--- src/rtl/sorter_pkg.sv ---
// Shared types and helpers for the readout sorter / merger blocks.
package sorter_pkg;

  typedef enum logic {
    IDLE  = 1'b0,
    BURST = 1'b1
  } state_e;

  // Ceiling log2 usable in parameter expressions; returns at least 1.
  function automatic int clog2(input int v);
    int r;
    r = 1;
    for (int i = 1; i < 31; i++)
      if ((1 << i) < v) r = i + 1;
    return r;
  endfunction

endpackage

--- src/rtl/fifo_rr_merger_rr_pick.sv ---
// Rotating-priority encoder: first set request at or after base, wrapping N-1 -> 0.
module rr_pick
  import sorter_pkg::*;
#(
  parameter int N = 8,
  parameter int W = clog2(N)
) (
  input  logic [N-1:0] req,
  input  logic [W-1:0] base,
  output logic [W-1:0] idx,
  output logic         valid
);

  logic [W:0] s;

  always_comb begin
    idx   = '0;
    valid = 1'b0;
    s     = '0;
    for (int i = 0; i < N; i++) begin
      s = {1'b0, base} + (W+1)'(i);
      if (s >= (W+1)'(N)) s = s - (W+1)'(N);
      if (!valid && req[s[W-1:0]]) begin
        valid = 1'b1;
        idx   = s[W-1:0];
      end
    end
  end

endmodule

--- src/rtl/fifo_rr_merger.sv ---
// Round-robin burst reader merging CNO standard-mode readout FIFOs into one output FIFO,
// tagging each forwarded word with its source channel.
module fifo_rr_merger
  import sorter_pkg::*;
#(
  parameter  int CNO        = 8,
  parameter  int DATA_WIDTH = 32,
  parameter  int MAX_BURST  = 4,
  localparam int CW         = clog2(CNO)
) (
  input  logic                      clk,
  input  logic                      rst_n,
  input  logic                      en_i,
  input  logic [CNO*DATA_WIDTH-1:0] rdfifo_data_i,
  input  logic [CNO-1:0]            rdfifo_empty_i,
  output logic [CNO-1:0]            rdfifo_rden_o,
  output logic [DATA_WIDTH-1:0]     wrfifo_data_o,
  output logic [CW-1:0]             wrfifo_chan_o,
  output logic                      wrfifo_wren_o,
  input  logic                      wrfifo_prog_full_i,
  output logic                      busy_o,
  output logic [31:0]               word_cnt_o
);

  localparam int BCW = clog2(MAX_BURST + 1);

  state_e         state, state_nxt;
  logic [CW-1:0]  grant, grant_nxt;
  logic [CW-1:0]  rr_ptr, rr_ptr_nxt;
  logic [BCW-1:0] burst_cnt, burst_cnt_nxt;
  logic [CW-1:0]  pick_idx;
  logic           pick_vld;
  logic           grant_empty;
  logic           rd;
  logic           wren_q;
  logic [CW-1:0]  rd_chan_q;
  logic [31:0]    word_cnt;

  rr_pick #(.N(CNO), .W(CW)) u_pick (
    .req   (~rdfifo_empty_i),
    .base  (rr_ptr),
    .idx   (pick_idx),
    .valid (pick_vld)
  );

  assign grant_empty = rdfifo_empty_i[grant];

  always_comb begin
    state_nxt     = state;
    grant_nxt     = grant;
    rr_ptr_nxt    = rr_ptr;
    burst_cnt_nxt = burst_cnt;
    rd            = 1'b0;
    case (state)
      IDLE: begin
        if (en_i && pick_vld) begin
          grant_nxt     = pick_idx;
          burst_cnt_nxt = '0;
          state_nxt     = BURST;
        end
      end
      BURST: begin
        // Empty outranks prog_full: an empty channel ends the grant even while stalled.
        rd = en_i & ~grant_empty & ~wrfifo_prog_full_i;
        if (rd) burst_cnt_nxt = burst_cnt + BCW'(1);
        if (!en_i || grant_empty || (rd && burst_cnt_nxt == BCW'(MAX_BURST))) begin
          state_nxt  = IDLE;
          rr_ptr_nxt = (grant == CW'(CNO - 1)) ? '0 : grant + CW'(1);
        end
      end
      default: state_nxt = IDLE;
    endcase
  end

  always_comb begin
    rdfifo_rden_o = '0;
    for (int c = 0; c < CNO; c++)
      rdfifo_rden_o[c] = rd && (grant == CW'(c));
  end

  // Source FIFO presents the popped word the cycle after rden, so the mux follows the registered channel.
  always_comb begin
    wrfifo_data_o = '0;
    for (int c = 0; c < CNO; c++)
      if (wren_q && rd_chan_q == CW'(c))
        wrfifo_data_o = rdfifo_data_i[c*DATA_WIDTH +: DATA_WIDTH];
  end

  always_ff @(posedge clk or negedge rst_n) begin
    if (!rst_n) begin
      state     <= IDLE;
      grant     <= '0;
      rr_ptr    <= '0;
      burst_cnt <= '0;
      wren_q    <= 1'b0;
      rd_chan_q <= '0;
      word_cnt  <= '0;
    end else begin
      state     <= state_nxt;
      grant     <= grant_nxt;
      rr_ptr    <= rr_ptr_nxt;
      burst_cnt <= burst_cnt_nxt;
      wren_q    <= rd;
      if (rd) rd_chan_q <= grant;
      if (wren_q) word_cnt <= word_cnt + 32'd1;
    end
  end

  assign wrfifo_chan_o = rd_chan_q;
  assign wrfifo_wren_o = wren_q;
  assign busy_o        = (state == BURST) | wren_q;
  assign word_cnt_o    = word_cnt;

endmodule

--- config.mk ---
export PLATFORM = sky130hd
export DESIGN_NAME = fifo_rr_merger
export DESIGN_NICKNAME = d
export VERILOG_FILES = /design/src/rtl/sorter_pkg.sv /design/src/rtl/fifo_rr_merger_rr_pick.sv /design/src/rtl/fifo_rr_merger.sv
export SDC_FILE = /design/constraint.sdc
export NUM_CORES = 1
export LEC_CHECK = 0
export ABC_CLOCK_PERIOD_IN_PS = 2790
export CORE_AREA = 2 2 134 136
export DETAILED_ROUTE_END_ITERATION = 12
export DIE_AREA = 0 0 136 138
export GPL_TIMING_DRIVEN = 0
export PLACE_DENSITY = 0.75
export SLEW_MARGIN = 20
export SYNTH_ARGS = -nofsm -noshare
export SYNTH_HDL_FRONTEND = slang
export SYNTH_HIERARCHICAL = 1
export SYNTH_SLANG_ARGS = --single-unit
--- constraint.sdc ---
create_clock -name clk -period 2.79 [get_ports clk]
set_input_delay 0.558 -clock clk [delete_from_list [all_inputs] [get_ports clk]]
set_output_delay 0.558 -clock clk [all_outputs]
set_load 0.02 [all_outputs]
* Word-level counts from Yosys, hierarchy flattened
Index checks and enable logic that the tools add are counted.
Operators by class: $add $sub $neg 18, $mul 0, div/mod/pow operators 0, order comparisons 17, eq/ne operators 16, shift operators 0, muxes and demuxes 59, bitwise logic cells 7, reductions and logical operators 39
Operator list (count):
- $mux W32 | 8
- $mux W3 | 20
- $lt A3 B4 Y1 const B | 9
- $add A32 B1 Y32 const B | 1
- $ge A4 B4 Y1 const B | 7
- $bmux W1 S3 | 9
- $eq A3 B3 Y1 const B | 9
- $logic_and A1 B1 Y1 | 25
- $sub A3 B1 Y3 const B | 8
- $mux W1 | 20
- $add A3 B3 Y4 const B | 4
- $eq A3 B2 Y1 const B | 4
- $add A3 B2 Y4 const B | 2
- $logic_not A1 Y1 | 8
- $not A8 Y8 | 1
- $add A3 B1 Y3 const B | 2
- $eq A3 B1 Y1 const B | 2
- $logic_not A3 Y1 | 2
- $pmux W3 S2 | 1
- $add A3 B1 Y4 const B | 1
- $ge A3 B4 Y1 const B | 1
- $reduce_and A2 Y1 | 2
- $not A1 Y1 | 3
- $and A1 B1 Y1 | 2
- 4 further kinds | 5
Storage, ports and cells: bits in registers 46, latch bits 0, memory bits (writable) 0, ROM bits 0, bits of input ports 268, output and inout port bits 77, logic and storage cells 163, memories 0

* Longest topological paths before layout
Gate-level depths: netlist of run 1.
depth after elaboration 29, mapped depth 14

* By module
The synthesis of run 1 kept the hierarchy.
By module, submodules not included:
- fifo_rr_merger | times used 1, cells an instance 554, area each 4540.6 um^2, sequential area each 1151.1 um^2
- rr_pick | times used 1, cells an instance 115, area each 1062.3 um^2, sequential area each 0.0 um^2

* Least setup slack after synthesis of run 1
Ideal clock, no wire load.
path kind register to register, start reg rr_ptr[1], end reg burst_cnt[1], data arrival time 2909 ps, required time 2703 ps, setup slack -205 ps, stages on the path, launching flop included 14, buffers on the path 3, clock period less this slack 2995 ps, cell sequence dfrtp_1 -> buf_6 -> clkbuf_1 -> inv_1 -> ha_1 -> buf_4 -> mux2_1 -> a221o_1 -> a2bb2oi_2 -> nor2_4 -> nand4_1 -> a21oi_1 -> nand2_1 -> o211ai_1
On the way: word-level cells in the longest chain between the ends 28
Ends and longest elaborated chain:
- from (decl) | RTL line fifo_rr_merger.sv:29 | logic [CW-1:0] rr_ptr, rr_ptr_nxt;
- from (signal assigned) | RTL line fifo_rr_merger.sv:101 | rr_ptr <= rr_ptr_nxt;
- parallel branches: the longest is 25 deep, another holds $add A3 B1 Y4
- $mux W1 (*) | RTL line fifo_rr_merger_rr_pick.sv:23 | if (!valid && req[s[W-1:0]]) begin
- net pick_vld | RTL line fifo_rr_merger.sv:32 | logic pick_vld;
- $logic_and A1 B1 Y1 (*) | RTL line fifo_rr_merger.sv:56 | if (en_i && pick_vld) begin
- $ne A2 B2 Y1 (no source line) (*)
- to (signal assigned) | RTL line fifo_rr_merger.sv:102 | burst_cnt <= burst_cnt_nxt;
- to (decl) | RTL line fifo_rr_merger.sv:30 | logic [BCW-1:0] burst_cnt, burst_cnt_nxt;
Mark *: on every way through the listed nets, which the timed path passes. The select of a mux whose other input is x is not followed. A chain may end at the register's enable or synchronous reset.

* Final worst setup path of run 1
start reg rd_chan_q[1], in the netlist wrfifo_chan_o[1], end out wrfifo_data_o[20]
On the way: word-level cells in the longest chain between the ends 10
Ends and longest elaborated chain:
- from (decl) | RTL line fifo_rr_merger.sv:36 | logic [CW-1:0] rd_chan_q;
- from (signal assigned) | RTL line fifo_rr_merger.sv:104 | if (rd) rd_chan_q <= grant;
- $logic_not A3 Y1 | RTL line fifo_rr_merger.sv:85 | if (wren_q && rd_chan_q == CW'(c))
- $logic_and A1 B1 Y1 | RTL line fifo_rr_merger.sv:85
- $mux W32 (7 in series) | RTL line fifo_rr_merger.sv:85
- $mux W32 (*) | RTL line fifo_rr_merger.sv:85
- to (decl) | RTL line fifo_rr_merger.sv:17 | output logic [DATA_WIDTH-1:0] wrfifo_data_o,
Mark *: on every way between the ends. The rest lies on a longest branch, timed or not.

==> results.py, run 1 <==
metrics = {
    "global_routing": {
        "grt_max_degree": 25,
        "first_global_vias": 6965,
        "grt_pass1_wl_um": 39760,
        "grt_util_met2_pct": 47.77,
        "met1_usage_pct": 32.61,
        "grt_use_total_pct": 27.16,
        "grtUsageMet3_pct": 4.400,
        "grt_busiest_layer": "met2",
        "gr-total-overflow": 0,
        "antenna_found_initial": 0,
    },
    "layout": {
        "fin_cells": 1284,
        "drive_above_1_share_pct": 20.09,
        "num-nets-final": 1333,
        "regArea_um2": 1154,
        "multiInputGateArea_um2": 4333,
        "utilization_pct": 57.82,
        "syn_to_final_growth_pct": 80.95,
        "num_antenna_cells": 0,
        "fillCellCount": 1545,
    },
    "route": {
        "avgViaCountPerCell": 5.539,
        "wl_per_cell_um": 21.28,
        "drc": 0,
        "num_vias": 7112,
        "postRouteAntennaNets": 0,
        "wl_um": 27320,
        "drtPass1Iterations": 6,
        "drt_iter0_markers": 494,
    },
    "setup_path": {
        "crit_type": "reg -> out",
        "cp-endpoint": "wrfifo_data_o[20]",
        "crit_family": "buffers and inverters",
        "path_max_fanout": 9,
        "required_ns": 2.23,
        "start_kind": "register",
        "crit_path_end_kind": "output pin",
        "reg2reg_depth": 12,
        "cp_common_cell": "buf_4",
        "reg2reg_from": "rr_ptr[1]",
        "reg2reg_slack_ns": 0.08,
        "crit_path_start": "wrfifo_chan_o[1]",
        "worst-path-buf-inv": 6,
        "max_stage_delay_ns": 0.39,
        "slowest_stage": "dfrtp_1",
        "r2r_end": "grant[2]",
        "crit_arrival_ns": 2.22,
        "crit_chain": "buf_6 > buf_12 > clkbuf_16 > buf_4 > buf_4 > mux2i_1 > nor2_1 > a21oi_1 > o211a_1 > o21ai_0 > buf_2",
        "crit_cells": 11,
    },
    "timing": {
        "period_minus_slack_ns": 2.774,
        "hold-worst-slack_ns": 0.2590,
        "max_freq_mhz": 360.5,
        "drv_slew": 0,
        "setup_viol": 0,
        "max-slew-margin-rel_pct": 53.73,
        "finalHoldViolCount": 0,
        "finalClockSkew_ns": 0.004999,
        "tightestPinTransition_ns": 0.6915,
        "period_share_pct": 99.43,
        "rsz0062_at_grt": "yes",
    },
    "floorplanning": {
        "die_h_um": 138,
        "die_w_um": 136,
        "start_util_pct": 31.95,
        "core_area_um2": 17530,
        "die-area_um2": 18770,
        "ioPinCount": 345,
        "rows": 49,
    },
    "pwr": {
        "totalPowerFinal_uw": 7753,
        "ir_drop_mv": 0.5081,
        "leakage_uw": 0.004237,
        "power_density_nw_per_um2": 764.7,
    },
    "synth": {
        "synth_area_leaders": "dfrtp_1 (21%), mux2i_1 (8.8%), mux4_2 (6.8%)",
        "syn_area_per_cell_um2": 8.375,
        "synth-seq-area-share_pct": 20.54,
        "yosysWarningCount": 6,
        "syn_inst": 669,
        "synth_edf_count": 0,
        "synth-main-ff-cell": "dfrtp_1",
        "syn_area_um2": 5603,
        "synth_cell_type_count": 70,
        "ys_ff_latch": 46,
        "ys_async_sr_fraction_pct": 100.0,
        "yosysTopAreaCell": "dfrtp_1",
        "synth_nets": 947,
        "synth_top_area_share_pct": 20.54,
    },
    "outcome": {
        "status": "completed",
    },
    "clock_network": {
        "cts_tree": "built",
        "cts-root-buf": "clkbuf_16",
        "clockBufferDepth": 2,
        "hold_buffers": 0,
        "htreeDepth": 2,
        "clock_latency_ns": 0.28,
        "cts_sinks": 46,
        "cts_made_buffers": 5,
        "clkTransAtPathRegs_ns": 0.06,
    },
    "placement": {
        "dp.cells": 1243,
        "numPortBuffers": 344,
        "dp_hpwl_um": 21020,
        "place_congestion": 0.9208,
    },
    "flow_run": {
        "cap_violations": 0,
    },
    "min_path": {
        "worstHoldPathType": "in -> async",
    },
}
-- layer usage --
metal | wire length [um] | vias to the layer above
li1 | - | 3265
met1 | 10560 | 3392
met2 | 13440 | 380
met3 | 2102 | 75
met4 | 1226 | 0
met5 | 0 | -
-- timing repair --
action                     in CTS  in global routing
cloned                          2                  1
buffers inserted               15                 22
resized for setup             218                 76
pin swaps                      18                 20
setup endpoints to repair      48                 46
-- worst min path at each step --
stage	depth (start not counted)	end
6_report	1	word_cnt_o[25]
5_1_grt	1	word_cnt_o[23]
4_1_cts	1	word_cnt_o[21]
3_5_place_dp	1	word_cnt_o[31]
3_3_place_gp	1	word_cnt_o[31]
2_1_floorplan	0	burst_cnt[0]
-- placed cells by master, fill, tap and decap left out, types with 11 or more instances in the layout --
master	n
a21o_1	11
mux2i_1	44
inv_1	13
dfrtp_1	44
nand2_1	61
o21ai_0	47
nand3_1	11
nor2_1	58
a222oi_1	18
mux2_2	18
mux4_2	17
xnor2_1	26
buf_6	19
buf_2	20
and3_1	13
clkdlybuf4s50_1	301
nand4_1	14
buf_4	45
a21oi_1	44
-- per-stage QoR --
stage               area [um^2]   TNS (ns)  setup WS (ns)
detailed placement         9379     -20.96        -0.6240
finish                    10140          0        0.01587
CTS                        9826  -0.001399      -0.001399
global route              10140    -0.2534       -0.03571
floorplan                  5627          0       0.009899
global placement           9356     -24.35        -0.6489
-- synth_stat cells (3+ instances only) --
| master | number |
|---|---|
| a21oi_1 | 46 |
| o22ai_1 | 3 |
| mux2_1 | 3 |
| buf_4 | 7 |
| nor2_1 | 60 |
| mux2_2 | 20 |
| nand4_1 | 14 |
| a22oi_1 | 4 |
| nand3_1 | 12 |
| and3_1 | 13 |
| nand2b_1 | 9 |
| nor3_1 | 7 |
| inv_1 | 21 |
| clkbuf_1 | 19 |
| buf_1 | 3 |
| a22o_1 | 9 |
| mux4_1 | 4 |
| o21a_1 | 8 |
| o21ai_0 | 54 |
| nand2_1 | 64 |
| nor2b_1 | 9 |
| nor3b_2 | 3 |
| a222oi_1 | 18 |
| xnor2_1 | 26 |
| buf_6 | 3 |
| a221o_1 | 4 |
| ha_1 | 10 |
| a21o_1 | 11 |
| nand3b_1 | 3 |
| o211a_1 | 7 |
| mux4_2 | 17 |
| and2_1 | 8 |
| mux2i_1 | 49 |
| buf_2 | 20 |
| xor2_1 | 10 |
| o211ai_1 | 4 |
| dfrtp_1 | 46 |
-- where the power goes --
group	switching, uW	total (uW)	internal, uW
sequential	158	943	785
combinational	3010	6250	3240
clock	234	557	323
-- logic make-up (layout without fill, tap and decap cells) --
| kind of cell | Yosys count | after routing | share of synthesized area [%] |
|---|---|---|---|
| mux | 93 | 93 | 22.09 |
| fa+ha+maj | 10 | 10 | 2.233 |
| flops | 46 | 46 | 20.54 |
| buf+inv | 74 | 459 | 6.275 |
| simple gates | 222 | 223 | 20.52 |
| compound gates | 188 | 188 | 22.71 |
| xor+xnor | 36 | 36 | 5.627 |
-- flip-flops by register name, indices dropped and copies added, names as in the netlist --
register       flops
burst_cnt          3
grant              3
rr_ptr             3
state              1
word_cnt_o        32
wrfifo_chan_o      3
wrfifo_wren_o      1
-- cell type report --
cell class,instances,area share [%]
clock buffers,5,1.234
repair buffers,384,36.52
well taps,229,2.826
multi-input cells,550,42.74
flip-flops and latches,46,11.38
clock inverters,2,0.09873
plain buffers,46,4.295
inverters,22,0.9132
(Power assumes the default switching activity.)
==> inputs of run 2 (changes only) <==
SETUP_SLACK_MARGIN = 0.3   (was default)
==> results.py, run 2 (synthesis gave the netlist of run 1 again) <==
metrics = {
    "timing": {
        "period_minus_slack_ns": 2.952,
        "drv_slew": 0,
        "finalHoldViolCount": 0,
        "period_share_pct": 105.8,
        "finalClockSkew_ns": 0.002354,
        "layout_setup_ws_ns": -0.1624,
        "max_freq_mhz": 338.7,
        "setup_viol": 5,
        "rsz0062_at_grt": "yes",
        "tightestPinTransition_ns": 0.7714,
        "max-slew-margin-rel_pct": 48.57,
    },
    "layout": {
        "layout_common_cells": "clkdlybuf4s50_1 (292), buf_4 (83), nand2_1 (60), nor2_1 (56), buf_6 (47)",
        "design_area_um2": 10990,
        "num_antenna_cells": 0,
        "largest_register_ff_count": 32,
        "drive_above_1_share_pct": 28.11,
        "mostFrequentLayoutCell": "clkdlybuf4s50_1",
        "num-nets-final": 1381,
        "syn_to_final_growth_pct": 96.07,
    },
    "setup_path": {
        "crit_arrival_ns": 2.39,
        "crit_path_end_kind": "output pin",
        "slowest_stage": "a222oi_1",
        "worst-path-buf-inv": 4,
        "required_ns": 2.23,
        "cp_common_cell": "buf_8",
        "start_kind": "register",
        "crit_chain": "buf_8 > and3b_1 > clkbuf_8 > buf_8 > a21o_1 > a222oi_1 > o21ai_1 > buf_4",
        "crit_family": "compound AO/OA/AOI/OAI gates",
        "crit_type": "reg -> out",
        "max_stage_delay_ns": 0.60,
        "path_max_fanout": 7,
    },
    "route": {
        "avgViaCountPerCell": 5.496,
        "drtPass1Iterations": 8,
        "drt_iter0_markers": 531,
        "postRouteAntennaNets": 0,
        "wl_per_cell_um": 21.77,
        "num_vias": 7321,
        "drc": 0,
        "wl_um": 29000,
    },
    "global_routing": {
        "grtUsageMet3_pct": 4.510,
        "grt_busiest_layer": "met2",
        "grt_util_met2_pct": 50.01,
        "grt_use_total_pct": 28.23,
        "grt_max_degree": 32,
        "met1_usage_pct": 33.96,
        "grt_pass1_wl_um": 41150,
        "first_global_vias": 7190,
        "antenna_found_initial": 1,
        "gr-total-overflow": 0,
    },
    "pwr": {
        "power_density_nw_per_um2": 748.1,
        "cell_internal_pwr_uw": 4677,
        "power.switching_uw": 3542,
        "totalPowerFinal_uw": 8219,
        "clkPwrFrac_pct": 6.7,
        "netSwitchingFraction_pct": 43.10,
        "power_frac_comb_pct": 81.8,
        "leakage_uw": 0.004593,
        "ir_drop_mv": 0.5992,
        "power_frac_seq_pct": 11.5,
    },
    "placement": {
        "place_ws_ns": -0.6715,
        "numPortBuffers": 344,
        "dp_hpwl_um": 21300,
        "place_congestion": 0.9048,
        "dpl_cell_area_um2": 9394,
    },
    "floorplanning": {
        "die_w_um": 136,
        "core_area_um2": 17530,
        "die-area_um2": 18770,
        "start_util_pct": 31.95,
        "ioPinCount": 345,
        "rows": 49,
        "die_h_um": 138,
    },
    "clock_network": {
        "cts_made_buffers": 5,
        "clkTransAtPathRegs_ns": 0.06,
        "htreeDepth": 2,
        "cts-root-buf": "clkbuf_16",
        "cts_sinks": 46,
        "clock_latency_ns": 0.28,
        "cts_tree": "built",
        "clockBufferDepth": 2,
    },
    "outcome": {
        "violations": "negative setup slack",
        "status": "complete, but fails checks",
    },
    "flow_run": {
        "cap_violations": 0,
    },
    "min_path": {
        "worstHoldPathType": "in -> async",
    },
}
## run 2: worst reg2reg max path, cell delays in order (launching register included)
cell and delay [ns]:
dfrtp_1 0.38, buf_6 0.12, clkbuf_16 0.13, inv_8 0.03
ha_4 0.28, mux4_2 0.54, mux2_4 0.30, nand2b_4 0.16
nor2_4 0.16, nand4_1 0.19, a21oi_2 0.24, nand2_1 0.09
o211ai_1 0.11
## run 2: power by group through the flow
stage	combinational [uW]	sequential (uW)	clock (uW)
4_1_cts	5940	940	560
2_1_floorplan	3350	956	0
5_1_grt	7100	963	583
3_5_place_dp	4930	944	0
6_report	6720	949	550
3_3_place_gp	4890	936	0
## run 2: through the flow
stage / std cells / hold WS [ns] / util, % / setup TNS, ns
6_report: 1332 / 0.1969 / 62.65 / -0.3221
5_1_grt: 1332 / 0.2222 / 62.65 / -1.223
4_1_cts: 1302 / 0.2054 / 59.23 / 0
3_5_place_dp: 1243 / 0.4808 / 53.57 / -20.92
3_3_place_gp: 1242 / 0.4620 / 53.49 / -24.70
2_1_floorplan: 669 / 0.2624 / - / 0
## run 2: cell type report
cell class | instances | area [um^2]
Buffer | 52 | 630.6
Multi-Input combinational cell | 549 | 4504
Fill cell | 1500 | 6549
Sequential cell | 46 | 1154
Inverter | 22 | 92.59
Tap cell | 229 | 286.5
Clock inverter | 2 | 10.01
Clock buffer | 5 | 125.1
Timing Repair Buffer | 427 | 4183
## run 2: per-layer routing
metal	vias to the layer above	routed length [um]
met2	343	14160
met1	3537	11550
met4	2	1307
met5	-	13
li1	3351	-
met3	88	1975
## run 2: path summary, 6_finish.rpt
kind / from / endpoint / slack, ns / cells past startpoint
setup / recovery: wrfifo_chan_o[0] / wrfifo_data_o[11] / -0.16 / 8
hold / removal: rst_n / word_cnt_o[28] / 0.20 / 1
setup reg to reg: rr_ptr[1] / burst_cnt[2] / -0.04 / 12
hold reg to reg: word_cnt_o[31] / word_cnt_o[31] / 0.48 / 1
max in group asynchronous: rst_n / wrfifo_chan_o[2] / 2.09 / 2
min in group clk: word_cnt_o[31] / word_cnt_o[31] / 0.48 / 1
## run 2: what timing repair did
item                                    4_1_cts  5_1_grt
setup buffers                                49       26
pin swaps                                    48       66
resized for setup                           384      123
hold buffers                                  0        0
cloned                                        3        4
endpoints found under the setup margin       48       48
